$ cat src/rtl/hazard_ctrl.sv
// Hazard controller for the five-stage pipeline: stall/flush strobes, E-stage
// forwarding selects, memory-wait watchdog and saturating performance counters.
module hazard_ctrl #(
    parameter int REG_ADDR_WIDTH = 5,
    parameter int CNT_WIDTH      = 32,
    parameter int TIMEOUT        = 256
) (
    input  logic                      clk,
    input  logic                      rst_n,
    input  logic [REG_ADDR_WIDTH-1:0] rs1_d,
    input  logic [REG_ADDR_WIDTH-1:0] rs2_d,
    input  logic [REG_ADDR_WIDTH-1:0] rs1_e,
    input  logic [REG_ADDR_WIDTH-1:0] rs2_e,
    input  logic [REG_ADDR_WIDTH-1:0] rd_e,
    input  logic [REG_ADDR_WIDTH-1:0] rd_m,
    input  logic [REG_ADDR_WIDTH-1:0] rd_w,
    input  logic                      mem_read_e,
    input  logic                      reg_write_m,
    input  logic                      reg_write_w,
    input  logic                      branch_taken_e,
    input  logic                      mem_req_m,
    input  logic                      mem_ready,
    output logic                      stall_f,
    output logic                      stall_d,
    output logic                      stall_e,
    output logic                      stall_m,
    output logic                      flush_d,
    output logic                      flush_e,
    output logic [1:0]                fwd_a_e,
    output logic [1:0]                fwd_b_e,
    output logic                      mem_timeout,
    output logic [CNT_WIDTH-1:0]      stall_cycles,
    output logic [CNT_WIDTH-1:0]      flush_count
);

    localparam int WAIT_W = $clog2(TIMEOUT + 1);

    typedef enum logic {RUN, MEM_WAIT} state_t;

    state_t            state, state_next;
    logic [WAIT_W-1:0] wait_cnt, wait_cnt_next;
    logic              timeout_next;
    logic              mem_stall, load_use, branch_sel;

    // M result wins over W result; x0 is never forwarded.
    function automatic logic [1:0] fwd_sel(
        input logic [REG_ADDR_WIDTH-1:0] rs,
        input logic [REG_ADDR_WIDTH-1:0] dst_m,
        input logic [REG_ADDR_WIDTH-1:0] dst_w,
        input logic                      wr_m,
        input logic                      wr_w
    );
        if (wr_m && dst_m != '0 && dst_m == rs)      return 2'b10;
        else if (wr_w && dst_w != '0 && dst_w == rs) return 2'b01;
        else                                         return 2'b00;
    endfunction

    assign mem_stall = mem_req_m && !mem_ready;
    assign load_use  = mem_read_e && rd_e != '0 && (rd_e == rs1_d || rd_e == rs2_d);

    // NOTE: every output of a combinational block gets a default first, so no
    // path leaves a signal unassigned and no latch is inferred.
    always_comb begin
        stall_f    = 1'b0;
        stall_d    = 1'b0;
        stall_e    = 1'b0;
        stall_m    = 1'b0;
        flush_d    = 1'b0;
        flush_e    = 1'b0;
        branch_sel = 1'b0;
        fwd_a_e    = 2'b00;
        fwd_b_e    = 2'b00;
        if (rst_n) begin
            fwd_a_e = fwd_sel(rs1_e, rd_m, rd_w, reg_write_m, reg_write_w);
            fwd_b_e = fwd_sel(rs2_e, rd_m, rd_w, reg_write_m, reg_write_w);
            if (mem_stall) begin
                // A pending branch simply waits in E until memory answers.
                stall_f = 1'b1;
                stall_d = 1'b1;
                stall_e = 1'b1;
                stall_m = 1'b1;
            end else if (branch_taken_e) begin
                flush_d    = 1'b1;
                flush_e    = 1'b1;
                branch_sel = 1'b1;
            end else if (load_use) begin
                stall_f = 1'b1;
                stall_d = 1'b1;
                flush_e = 1'b1;
            end
        end
    end

    // wait_cnt counts MEM_WAIT cycles including the entry edge, so it equals
    // TIMEOUT-1 during the TIMEOUT-th consecutive stalled cycle.
    always_comb begin
        state_next    = state;
        wait_cnt_next = '0;
        timeout_next  = mem_timeout;
        unique case (state)
            RUN: begin
                if (mem_stall) begin
                    state_next    = MEM_WAIT;
                    wait_cnt_next = WAIT_W'(1);
                end
            end
            MEM_WAIT: begin
                if (mem_ready) begin
                    state_next = RUN;
                end else begin
                    wait_cnt_next = (wait_cnt == WAIT_W'(TIMEOUT)) ? wait_cnt
                                                                   : wait_cnt + WAIT_W'(1);
                    if (wait_cnt == WAIT_W'(TIMEOUT - 1)) timeout_next = 1'b1;
                end
            end
            default: state_next = RUN;
        endcase
    end

    // NOTE: state elements use non-blocking assignments so every register
    // samples the pre-edge values regardless of statement order.
    always_ff @(posedge clk or negedge rst_n) begin
        if (!rst_n) begin
            state        <= RUN;
            wait_cnt     <= '0;
            mem_timeout  <= 1'b0;
            stall_cycles <= '0;
            flush_count  <= '0;
        end else begin
            state       <= state_next;
            wait_cnt    <= wait_cnt_next;
            mem_timeout <= timeout_next;
            if (stall_f && !(&stall_cycles)) stall_cycles <= stall_cycles + CNT_WIDTH'(1);
            if (branch_sel && !(&flush_count)) flush_count <= flush_count + CNT_WIDTH'(1);
        end
    end

endmodule
$ cat config.mk
export PLATFORM = sky130hd
export DESIGN_NAME = hazard_ctrl
export DESIGN_NICKNAME = d
export VERILOG_FILES = /design/src/rtl/hazard_ctrl.sv
export SDC_FILE = /design/constraint.sdc
export NUM_CORES = 1
export LEC_CHECK = 0
export CAP_MARGIN = 0
export CORE_MARGIN = 2
export CORE_UTILIZATION = 48
export DETAILED_ROUTE_END_ITERATION = 12
export HOLD_SLACK_MARGIN = 0.06
export PLACE_DENSITY_LB_ADDON = 0.12
export SYNTH_ARGS = -nofsm -noshare
export SYNTH_HDL_FRONTEND = slang
export SYNTH_SLANG_ARGS = --single-unit
$ cat constraint.sdc
create_clock -name clk -period 2.8 [get_ports clk]
set_input_delay 0.28 -clock clk [delete_from_list [all_inputs] [get_ports clk]]
set_output_delay 0.28 -clock clk [all_outputs]
set_load 0.01 [all_outputs]
After elaboration in Yosys (flattened, before gate mapping)
Cells that the tools add are included.
{"block": "classes", "add_sub_neg": 3, "bitwise_logic": 2, "n_reduce_logical": 21, "n_eq_ne": 9, "mux": 24}
{"cell": "$add 32x1->32 const B", "count": 2}
{"cell": "$reduce_and 32->1", "count": 2}
{"cell": "$eq 5x5->1", "count": 6}
{"cell": "$mux 9", "count": 2}
{"cell": "$pmux 9 s2", "count": 1}
{"cell": "$mux 1", "count": 16}
{"cell": "$reduce_bool 5->1", "count": 3}
{"cell": "$logic_and 1x1->1", "count": 11}
{"cell": "$add 9x1->9 const B", "count": 1}
{"cell": "$eq 9x8->1 const B", "count": 1}
{"cell": "$eq 9x9->1 const B", "count": 1}
{"cell": "$mux 2", "count": 4}
{"cell": "$logic_not 1->1", "count": 3}
{"cell": "$ne 3x3->1 const B", "count": 1}
{"cell": "$reduce_and 3->1", "count": 1}
{"cell": "$not 1->1", "count": 2}
{"cell": "$pmux 1 s2", "count": 1}
{"cell": "$logic_or 1x1->1", "count": 1}
{"block": "word_totals", "input_bits": 43, "reg_bits": 75, "wordCells": 64, "output_inout_bits": 75}

Depth between registers and ports, before layout
Gate-level depths: netlist (run 1).
{"block": "depth", "depth_word": 8, "ltp_mapped": 8, "mapped_depth_nobuf": 7}

Least setup slack after synthesis (run 1)
No wires, ideal clock.
{"block": "synth_path", "path_kind": "flip-flop to flip-flop", "startpoint": "reg stall_cycles[0]", "endpoint": "reg stall_cycles[1]", "required_ns": 2.672, "slack_ns": 0.762, "setup_time_ns": 0.128, "stages_incl_launch_ff": 8, "n_path_buf": 1, "t_arrival_ns": 1.910, "path_cell_list": "dfrtp_1 > ha_1 > inv_1 > nor4_2 > nand4_1 > o211ai_2 > buf_8 > mux2_1"}
{"block": "synth_via", "elab_chain_len": 3, "elab_cells_between_ends": 4, "cone_classes": "add/sub (1); reduce/logical (3)"}
{"element": "start, declared", "line_no": "32", "source": "output logic [CNT_WIDTH-1:0] stall_cycles,"}
{"element": "start signal, assigned", "line_no": "133", "source": "if (stall_f && !(&stall_cycles)) stall_cycles <= stall_cycles + CNT_WIDTH'(1);"}
{"element": "branches (longest 3 deep; another with $add 32x1->32)"}
Several ways; the timed one is not identified.
A chain may end at the register's enable or synchronous reset.

Worst setup path after layout (run 1)
{"block": "layout_path", "startpoint": "in rd_m[1]", "endpoint": "out fwd_b_e[0]"}
{"block": "layout_via", "elab_chain_len": 5, "elab_cells_between_ends": 6, "cone_classes": "eq/ne (1); mux (2); reduce/logical (3)"}
{"element": "start, declared", "line_no": "15", "source": "input logic [REG_ADDR_WIDTH-1:0] rd_m,"}
{"element": "$reduce_bool 5->1", "line_no": "53", "source": "if (wr_m && dst_m != '0 && dst_m == rs) return 2'b10;"}
{"element": "$logic_and 1x1->1", "line_no": "53"}
{"element": "$logic_and 1x1->1 *", "line_no": "53"}
{"element": "$mux 2 *", "line_no": "53"}
{"element": "$mux 2 *", "line_no": "73", "source": "if (rst_n) begin"}
{"element": "end, declared", "line_no": "30", "source": "output logic [1:0] fwd_b_e,"}
Mark *: on every way between the ends. The rest lies on a longest branch, timed or not.

==> results.txt, run 1 <==
The run finished with clean final reports. STA classifies the critical path endpoint as a primary output. The final period demand of the worst path is 2.72 ns. The proportion of synthesized chip area in sequential cells is 45.5%. In the final routed layout, each cell accounts on average for 15.2 um. Clock-pin slew was measured on the worst setup and hold paths at 0.09 ns. The number of buffers and inverters on the critical path is 2.

The tool flagged a number of max-cap violations equal to 0. The stage delay of the slowest cell on the critical path came out at 0.59 ns. Across every metal layer, demand over resource in global routing totals 22.2%.

The number of nets in the final layout came out at 598. The critical path is of the in2out type. The cell type contributing the most total cell area after synthesis is dfrtp_1.

The row count came out at 33. The first detailed-routing pass ran for 4 iterations. The arrival time at the worst endpoint is 2.44 ns. Net switching is 27.0% of the power. Once placement completed, the tool counted placed cells totaling 643. The sequential group share of total power came out at 47.2%.

A synthesized cell averages 10.0 sq um. 0 antenna diodes ended up in the layout. Clock latency on the worst-skew pair, taken at its later pin, is 0.34 ns.

Using the TritonRoute via totals, the vias-per-cell ratio works out to 5.30. The clock network burns 35.6% of the power. The wire-length estimate of the detail-placed layout is 7.62 mm. Traced cell by cell, the critical path runs through clkdlybuf4s50_1, or4_1, o21ai_1, nor4_1, nor4_1, clkdlybuf4s50_1. The design draws 2.62 mW.

The area of the mapped netlist is 0.00412 sq mm. The final setup violation count is 0. The peak clock frequency supported by timing came out at 367 MHz.

Buffers inserted during clock tree synthesis total 9. Counting along the longest clock path gives a buffer depth of 2. Wires add up to 10.1 mm. The number of input and output port buffers inserted is 117. Synthesis produced 412 cells. The total die area is 0.00934 sq mm. In this run the power spent charging and discharging nets is 0.707 mW. The clock arrives with 0.0110 ns of skew. STA classifies the critical path startpoint as a primary input. When the netlist entered floorplanning its net count stood at 460. The final worst-path setup slack came out at 0.0766 ns. Ranked by total cell area, the synthesized netlist is headed by dfrtp_1 46%, xor2_1 12%, xnor2_1 8.9%, nand3_1 4.9%, nor2_1 3.9%. The via count of the first global-routing pass came to 3482.

Cell internal power was estimated by the tool at 1.91 mW. The final-layout worst hold slack came out at 0.496 ns. Measured against its own limit, the worst slew margin works out to 32.9%. The pin slew with the least headroom to its limit is 1.00 ns.

Of all nets on the critical path, the largest fanout is 2. The share of the cycle needed by the critical path after routing is 97.3%. The overflow left after global routing is 0. The leakage power of the design is 2.52 nW. For this run, the number of standard cells in the final layout without fillers is 660. The number of warning messages in the yosys log came out at 0. The post-route netlist has 10.1% of its cells at a drive strength greater than 1. CTS placed an instance of clkbuf_8 at the clock tree root. The area share of the largest cell type after synthesis is 45.5%.

On the critical path, the stage with the largest delay is an instance of clkdlybuf4s50_1. Setup repair after global routing left no endpoint under its margin. The worst reg2reg path depth is 8. Of the total power, combinational logic draws 17.1%. TritonCTS built the clock tree. The global placer's final weighted congestion came out at 0.874. The peak supply drop came out at 0.361 mV. The overall die height came out at 96.7 um. The count of clock tree sinks came out at 75.

The number of ports placed on the die boundary is 118. The flip-flop and latch count after synthesis is 75. The path class of the lowest-slack min-delay path is in2async. The placement-stage worst setup slack came out at -0.0103 ns. The first global-routing pass estimated 17.2 mm of wire.

In this run the power density over the cells is 456 mW/mm^2. The number of DRC violations after detailed-routing iteration 0 came out at 136. The number of slew-limit violations in the final report came out at 0. The synthesis-to-finish area growth is 39.2%. The floorplan step defined a core boundary enclosing 0.00826 sq mm. The initial antenna violation count came out at 0.

The via total after detailed routing is 3499. The total number of H-tree levels is 3. The post-CTS setup repair buffer count is 0. The pin count of the biggest net entering global routing came out at 35. The remaining routing DRC violations came out at 0. Data on the critical path is required at its endpoint by 2.52 ns. The effective utilization at floorplan is 49.9%. The number of unique standard cell types used by synthesis is 40. The count of antenna-violating nets left after detailed routing is 0.

The number of endpoints with negative hold slack in the final report came to 0. The number of cells on the critical path is 6. Among cell families on the critical path, the largest total delay comes from buffers and inverters. The die span in x is 96.7 um.
routing by layer:
metal,global-route usage [%],vias up,part of all wire [%]
met5,0,-,0
met4,7.26,0,1.6
met3,4.84,12,5.1
met2,34.2,112,46
met1,31.5,1685,47
li1,-,1690,-
path summary, 6_finish.rpt:
check | startpoint | to | slack [ns]
min in group clk | flush_count[15] | flush_count[15] | 0.50
setup reg to reg | stall_cycles[0] | stall_cycles[2] | 0.41
hold reg to reg | flush_count[15] | flush_count[15] | 0.50
max in group asynchronous | rst_n | stall_cycles[27] | 1.92
hold / removal | rst_n | flush_count[27] | 0.50
setup / recovery | rd_m[1] | fwd_b_e[0] | 0.08
what timing repair did:
action	4_1_cts	5_1_grt
endpoints found under the setup margin	1	1
gates cloned	0	0
hold buffers	1	0
endpoints found under the hold margin	75	0
resized for setup	1	2
pin swaps	0	1
cell type report:
type / count / area (sq um)
multi-input combinational: 316 / 2140
clock buffer: 9 / 124
timing repair buffer: 134 / 1310
clock inverter: 7 / 98.8
sequential: 75 / 1880
inverter: 14 / 52.6
fill: 650 / 2520
tap: 105 / 131
flip-flops by register name, indices dropped and copies added, names as in the netlist:
signal and cells:
stall_cycles 32, wait_cnt 9, mem_timeout 1, flush_count 32, state 1
stage by stage:
| stage | setup TNS (ns) | instance area, sq um | utilization (%) |
|---|---|---|---|
| after floorplan | 0 | 4120 | - |
| after global placement | 0 | 5490 | 66.5 |
| after detailed placement | -0.0103 | 5490 | 66.5 |
| after CTS | 0 | 5730 | 69.3 |
| after global routing | 0 | 5740 | 69.5 |
| final | 0 | 5740 | 69.5 |
kinds of logic (layout without fill, tap and decap cells):
| family | count (synthesis) | in the layout | share of synthesized area, % |
|---|---|---|---|
| simple gates | 196 | 196 | 26.4 |
| mux | 3 | 3 | 0.789 |
| fa+ha+maj | 5 | 5 | 1.52 |
| flops | 75 | 75 | 45.5 |
| xor+xnor | 97 | 97 | 20.6 |
| compound gates | 15 | 15 | 2.46 |
| buf+inv | 21 | 164 | 2.73 |
placed cells by master, fill, tap and decap left out, types with 3 or more instances in the layout:
| master | netlist | routed |
|---|---|---|
| nand2_1 | 30 | 30 |
| and4_1 | 4 | 4 |
| nor2_1 | 43 | 43 |
| nand3_1 | 40 | 40 |
| clkdlybuf4s50_1 | 0 | 115 |
| or4_1 | 5 | 5 |
| inv_1 | 13 | 13 |
| nor3_2 | 9 | 9 |
| ha_1 | 5 | 5 |
| buf_4 | 2 | 16 |
| o21ai_0 | 4 | 3 |
| xnor2_1 | 42 | 42 |
| xor2_1 | 55 | 55 |
| a21oi_1 | 5 | 5 |
| nand2b_1 | 4 | 4 |
| nor4_1 | 7 | 6 |
| clkbuf_8 | 0 | 9 |
| nor3_1 | 9 | 9 |
| nor4_2 | 5 | 6 |
| dfrtp_1 | 75 | 75 |
| and3_1 | 14 | 14 |
| nand4_1 | 15 | 15 |
| and2_1 | 3 | 3 |
worst min-delay path: cells and delay by family:
kind | cells | cell delay, ns
buffers and inverters | 3 | 0.94
power groups by stage:
stage	logic, mW	registers (mW)	clock network (mW)
after floorplan	0.158	1.26	0
after global placement	0.441	1.26	0
after detailed placement	0.449	1.26	0
after CTS	0.453	1.24	0.955
after global routing	0.494	1.25	1.01
final	0.449	1.24	0.932
cells in the mapped netlist (all sizes together):
library cell and number:
nand2b 4, nor3 18, nand3 40, xnor2 42
mux2 2, ha 5, nor4b 1, xor2 55
nor2b 1, mux2i 1, o41ai 1, and3 14
nand4 17, a21oi 5, o22ai 1, clkbuf 2
or4 5, nand3b 2, o21ai 4, or2 1
inv 14, and2 3, nand2 30, a31oi 1
buf 5, nor4 12, dfrtp 75, and4 4
nor2 43, o211ai 2, or3 1, o21bai 1
Power figures use the tool's default switching activity.
==> run 2: changes to the inputs <==
CORE_UTILIZATION = 50   (was 48)
CTS_BUF_LIST = sky130_fd_sc_hd__clkbuf_8   (was default)
==> run 2 against run 1 <==
  * Largest cell class unchanged
  * Register-to-register slack better by 0.11 ns
  * Cell count shrank 0.91%
  * Highest routed layer unchanged
  * Final area down 1.3%
  * Largest power group unchanged
==> results.txt, run 2 (synthesis results as in run 1) <==
The final-layout worst hold slack is 0.486 ns (was 0.496 ns). The footprint of the multi-input gates came out at 0.00213 sq mm (was 0.00214 sq mm). The detailed placement HPWL is 7.40 mm (was 7.62 mm).

The number of DRC violations after detailed-routing iteration 0 came out at 163 (was 136). The via count of the first global-routing pass is 3365 (was 3482). The final period demand of the worst path came out at 2.70 ns (was 2.72 ns). The final setup violation count is 0 (unchanged). The total design power came out at 2.54 mW (was 2.62 mW). The number of fillers in the final layout was 646 (was 650).

The pin count of the biggest net entering global routing came to 34 (was 35). The number of maximum-capacitance violations is 0 (unchanged). The die span in x came out at 94.8 um (was 96.7 um). The count of antenna-violating nets left after detailed routing came to 0 (unchanged). The number of input and output port buffers inserted came out at 117 (unchanged). The total number of H-tree levels came out at 3 (unchanged). The post-route cell area was 0.00566 sq mm (was 0.00574 sq mm). The worst reg2reg path depth is 8 (unchanged). The clock tree root buffer cell is clkbuf_8 (unchanged). The overall die height is 94.8 um (was 96.7 um). The number of endpoints with negative hold slack in the final report was 0 (unchanged). The worst slew margin relative to its limit came to 61.0% (was 32.9%).

The arrival time at the worst endpoint is 2.42 ns (was 2.44 ns). The share of the cycle needed by the critical path after routing came out at 96.3% (was 97.3%). The pin slew with the least headroom to its limit came out at 0.583 ns (was 1.00 ns). The maximum fanout along the worst path came out at 2 (unchanged). The final standard cell utilization of the core came out at 70.0% (was 69.5%).

The count of clock tree sinks came out at 75 (unchanged). The average wire per cell in the routed design is 14.6 um (was 15.2 um). The count of placed standard cells in the final layout, fillers left out is 654 (was 660). Unrepaired setup endpoints after global routing: false (unchanged). The number of slew-limit violations in the final report was 0 (unchanged). The total die area is 0.00899 sq mm (was 0.00934 sq mm).

The leakage power of the design was 2.49 nW (was 2.52 nW). The worst clock skew on the final layout was 0.0128 ns (was 0.0110 ns). The remaining routing DRC violations was 0 (unchanged). The commonest non-fill, non-tap cell in the layout was clkdlybuf4s50_1 (unchanged). The post-CTS setup repair buffer count is 0 (unchanged). The nature of the critical path endpoint is a primary output (unchanged). The setup TNS is 0 ns (unchanged). The CTS tree is built (unchanged). The peak clock frequency supported by timing came to 371 MHz (was 367 MHz). The initial antenna violation count came out at 0 (unchanged).

The overflow left after global routing is 0 (unchanged). The final worst-path setup slack is 0.105 ns (was 0.0766 ns). The synthesis-to-finish area growth is 37.4% (was 39.2%). The number of CTS-inserted buffers was 9 (unchanged).

The global placer's final weighted congestion came out at 0.807 (was 0.874). The number of nets in the final layout is 593 (was 598). Largest registers ranked by flip-flop count: flush_count: 32 flops, stall_cycles: 32 flops, wait_cnt: 9 flops (unchanged). The register-to-register setup slack is 0.52 ns (was 0.41 ns). The peak supply drop is 0.356 mV (was 0.361 mV). The maximum count of clock buffers along a single path is 2 (unchanged). The instance area after placement is 0.00544 sq mm (was 0.00549 sq mm). The number of ports placed on the die boundary is 118 (unchanged).

The core outline area came out at 0.00809 sq mm (was 0.00826 sq mm). The global-route total usage across every layer is 21.9% (was 22.2%). The power per cell area is 449 mW/mm^2 (was 456 mW/mm^2). The path class of the lowest-slack min-delay path is reg2reg (was in2async). The row count came out at 33 (unchanged).

The register area is 0.00188 sq mm (unchanged). The placement-stage worst setup slack is 0.0426 ns (was -0.0103 ns). The first-pass iteration count of the detailed router is 4 (unchanged). The latest clock arrival within the worst-skew pair is 0.34 ns (about the same). The effective utilization at floorplan came out at 50.9% (was 49.9%). The via total after detailed routing came out at 3390 (was 3499). The wire length after detailed routing was 9.52 mm (was 10.1 mm). The ratio of cells with drive above 1 in the final layout came out at 8.74% (was 10.1%). The antenna diode count came to 0 (unchanged). The start-to-end type of the worst setup path is in2out (unchanged). Counting instances, the worst hold path has a depth of 1.

The wire length of the first global-routing pass was 15.6 mm (was 17.2 mm). The number of vias per cell is 5.18 (was 5.30). The number of cells after detailed placement came out at 638 (was 643). The clock input transition at the sequential cells of the worst setup and hold paths came out at 0.07 ns (was 0.09 ns). The kind of start point of the critical path is a primary input (unchanged). Status: complete, no violations (unchanged). The critical path data required time came out at 2.52 ns (about the same).

Highest-count cells in the layout ignoring fill and taps: 115 x clkdlybuf4s50_1, 75 x dfrtp_1, 55 x xor2_1 (unchanged).
[run 2: repair_timing]
action	4_1_cts	5_1_grt
endpoints found under the hold margin	43	0
hold buffers	1	0
resized for setup	0	2
setup endpoints to repair	0	2
[run 2: final timing paths]
path | to | from
setup / recovery | fwd_a_e[0] | rd_m[1]
hold / removal | mem_timeout | mem_timeout
setup reg to reg | stall_cycles[11] | stall_cycles[0]
hold reg to reg | mem_timeout | mem_timeout
max in group asynchronous | wait_cnt[5] | rst_n
min in group asynchronous | state | rst_n
[run 2: final cells by class]
type	count	area share [%]
Clock buffer	9	2.19
Clock inverter	6	1.46
Inverter	14	0.928
Multi-Input combinational cell	316	37.6
Sequential cell	75	33.1
Tap cell	105	2.32
Timing Repair Buffer	129	22.3
[run 2: per-layer routing]
metal  vias up  part of all wire, %  global-route usage, %
met5         -                    0                      0
met1      1620                   46                   29.8
li1       1678                    -                      -
met2        87                   48                   36.2
met3         5                  5.4                   3.59
met4         0                 0.63                   6.64
[run 2: power breakdown]
| part | total [mW] | leakage [nW] | switching (mW) | internal, mW |
|---|---|---|---|---|
| combinational | 0.441 | 1.37 | 0.188 | 0.253 |
| clock | 0.865 | 0.110 | 0.373 | 0.492 |
| sequential | 1.24 | 1.02 | 0.0950 | 1.14 |
| total | 2.54 | 2.49 | 0.656 | 1.89 |
[run 2: critical path, cell delays in order]
cell and delay (ns):
clkdlybuf4s50_1 0.43, or4_1 0.54, o21ai_1 0.19, nor4_1 0.11
nor4_1 0.29, clkdlybuf4s50_1 0.58
==> run 3: changes to the inputs <==
clock period = 3.09 ns   (was 2.8 ns; I/O delays follow)
==> run 3 against run 2 <==
  * Register-to-register slack better by 0.24 ns
  * Hold slack worse by 0.21 ns
  * Critical path type unchanged
  * Setup slack better by 0.053 ns
  * Critical path depth unchanged
  * Largest power group unchanged
  * Sequential power fell by 9.7%
  * Via count is 2.5% higher
  * Utilization shrank 0.87 points
  * Cell count is 0.92% lower
==> results.txt, run 3 (synthesis results as in run 1) <==
Status: complete, no violations (unchanged). The count of clock tree sinks is 75 (unchanged). The latest clock arrival within the worst-skew pair came out at 0.35 ns (was 0.34 ns). The number of DRC violations after detailed-routing iteration 0 is 134 (was 163). The number of maximum-capacitance violations came out at 0 (unchanged). The leakage power of the design is 2.43 nW (was 2.49 nW). The final setup violation count is 0 (unchanged).

The number of nets in the final layout is 586 (was 593). The clock tree root buffer cell is clkbuf_8 (unchanged). The post-CTS setup repair buffer count was 0 (unchanged). The library cell contributing the largest single delay on the critical path was clkdlybuf4s50_1 (unchanged). The worst slew margin relative to its limit is 38.1% (was 61.0%). The kind of start point of the critical path is a primary input (unchanged).

The nature of the critical path endpoint is a primary output (unchanged). The via count of the first global-routing pass is 3374 (was 3365). The arrival time at the worst endpoint came out at 2.62 ns (was 2.42 ns). The wire length after detailed routing is 9.60 mm (was 9.52 mm). The number of input and output port buffers inserted was 117 (unchanged). Highest-count cells in the layout ignoring fill and taps: 116 x clkdlybuf4s50_1, 75 x dfrtp_1, 55 x xor2_1 (was 115 x clkdlybuf4s50_1, 75 x dfrtp_1, 55 x xor2_1). The core outline area is 0.00809 sq mm (unchanged). Critical path, cell by cell: clkdlybuf4s50_1, or4_1, o21ai_0, nor4_1, nor4_1, clkdlybuf4s50_1 (was clkdlybuf4s50_1, or4_1, o21ai_1, nor4_1, nor4_1, clkdlybuf4s50_1).

The initial antenna violation count is 0 (unchanged). The commonest non-fill, non-tap cell in the layout is clkdlybuf4s50_1 (unchanged). The die span in x came to 94.8 um (unchanged). The first-pass iteration count of the detailed router is 4 (unchanged). The CTS tree is built (unchanged). Unrepaired setup endpoints after global routing: false (unchanged). The synthesis-to-finish area growth is 35.7% (was 37.4%). The detailed placement HPWL is 7.16 mm (was 7.40 mm). In the finished design, the share of the clock period the worst path needs comes to 94.9%.

The critical path data required time is 2.78 ns (was 2.52 ns). The number of slew-limit violations in the final report is 0 (unchanged). The register-to-register setup slack came to 0.76 ns (was 0.52 ns).

The cell class contributing the biggest share of worst-path delay is buffers and inverters (unchanged). The wire length of the first global-routing pass came to 16.0 mm (was 15.6 mm). The number of ports placed on the die boundary is 118 (unchanged).

The ratio of cells with drive above 1 in the final layout came to 7.73% (was 8.74%). The number of cells after detailed placement came out at 632 (was 638). The overall die height is 94.8 um (unchanged). The number of CTS-inserted buffers is 9 (unchanged). The antenna diode count was 0 (unchanged). The stage delay of the slowest cell on the critical path came out at 0.59 ns (was 0.58 ns). The number of buffers added to fix hold violations after cts came out at 0 (was 1).

The pin slew with the least headroom to its limit is 0.929 ns (was 0.583 ns). The final period demand of the worst path came out at 2.93 ns. The clock input transition at the sequential cells of the worst setup and hold paths is 0.09 ns (was 0.07 ns). The total die area is 0.00899 sq mm (unchanged). The peak clock frequency supported by timing came out at 341 MHz. The count of antenna-violating nets left after detailed routing came out at 0 (unchanged). The overflow left after global routing is 0 (unchanged). The critical path buffer and inverter count is 2 (unchanged). The via total after detailed routing is 3474 (was 3390).

The setup TNS came out at 0 ns (unchanged). The maximum fanout along the worst path came out at 3 (was 2). The count of placed standard cells in the final layout, fillers left out came out at 648 (was 654). The global placer's final weighted congestion is 0.815 (was 0.807). Largest registers ranked by flip-flop count: flush_count: 32 flops, stall_cycles: 32 flops, wait_cnt: 9 flops (unchanged). The pin count of the biggest net entering global routing came to 76 (was 34). The peak supply drop came out at 0.310 mV (was 0.356 mV). The total number of H-tree levels is 3 (unchanged).

The remaining routing DRC violations is 0 (unchanged). The number of endpoints with negative hold slack in the final report is 0 (unchanged). The start-to-end type of the worst setup path was in2out (unchanged).

The effective utilization at floorplan came out at 50.9% (unchanged). The row count is 33 (unchanged). The path class of the lowest-slack min-delay path was in2async (was reg2reg). The maximum count of clock buffers along a single path is 2 (unchanged). The worst clock skew on the final layout came to 0.0157 ns (was 0.0128 ns).

The global-route total usage across every layer came out at 22.7% (was 21.9%). The average wire per cell in the routed design came out at 14.8 um (was 14.6 um). The number of gates resized after CTS came to 0 (unchanged). The power per cell area came out at 404 mW/mm^2 (was 449 mW/mm^2). The number of vias per cell is 5.36 (was 5.18).
## run 3: cell count changes in the layout (fill, tap and decap cells not counted), sizes merged
cell           change
clkinv             -2
clkinvlp           +2
dlygate4sd3        -1
bufinv             -1
buf                -6
dlymetal6s2s       -1
clkdlybuf4s50      +1
inv                +2
## run 3: stage by stage
| step | total power, mW | hold slack [ns] | cell area, sq um | utilization (%) | setup slack, ns |
|---|---|---|---|---|---|
| 5_1_grt | 2.37 | 0.375 | 5590 | 69.1 | 0.0681 |
| 6_report | 2.26 | 0.273 | 5590 | 69.1 | 0.158 |
| 4_1_cts | 2.28 | 0.317 | 5590 | 69.1 | 0.177 |
| 2_1_floorplan | 1.29 | 0.0134 | 4120 | - | 1.05 |
| 3_5_place_dp | 1.54 | 0.461 | 5400 | 66.7 | 0.178 |
| 3_3_place_gp | 1.53 | 0.459 | 5400 | 66.7 | 0.308 |
## run 3: where the power goes
| part | internal [mW] | switching (mW) |
|---|---|---|
| combinational | 0.224 | 0.172 |
| clock | 0.372 | 0.372 |
| sequential | 1.04 | 0.0856 |
## run 3: metal layers
layer | routed length, um | track usage [%] | part of all wire, % | vias up
met1 | 4360 | 30.7 | 45 | 1690
li1 | - | - | - | 1671
met4 | 143 | 9.06 | 1.5 | 0
met2 | 4480 | 35.6 | 47 | 97
met3 | 615 | 5.03 | 6.4 | 16
met5 | 0 | 0 | 0 | -
## run 3: cell type report
| class | instances | area [sq um] |
|---|---|---|
| Fill cell | 652 | 2500 |
| Multi-Input combinational cell | 316 | 2130 |
| Sequential cell | 75 | 1880 |
| Timing Repair Buffer | 122 | 1210 |
| Tap cell | 105 | 131 |
| Clock buffer | 9 | 124 |
| Clock inverter | 7 | 70.1 |
| Inverter | 14 | 52.6 |
## run 3: final timing paths
check | endpoint | startpoint | cells past startpoint
worst max-delay path | fwd_b_e[0] | rd_m[2] | 6
worst min-delay path | state | rst_n | 2
worst max register to register | stall_cycles[11] | stall_cycles[0] | 8
worst min register to register | mem_timeout | mem_timeout | 1
max in group asynchronous | flush_count[9] | rst_n | 2
min in group clk | mem_timeout | mem_timeout | 1
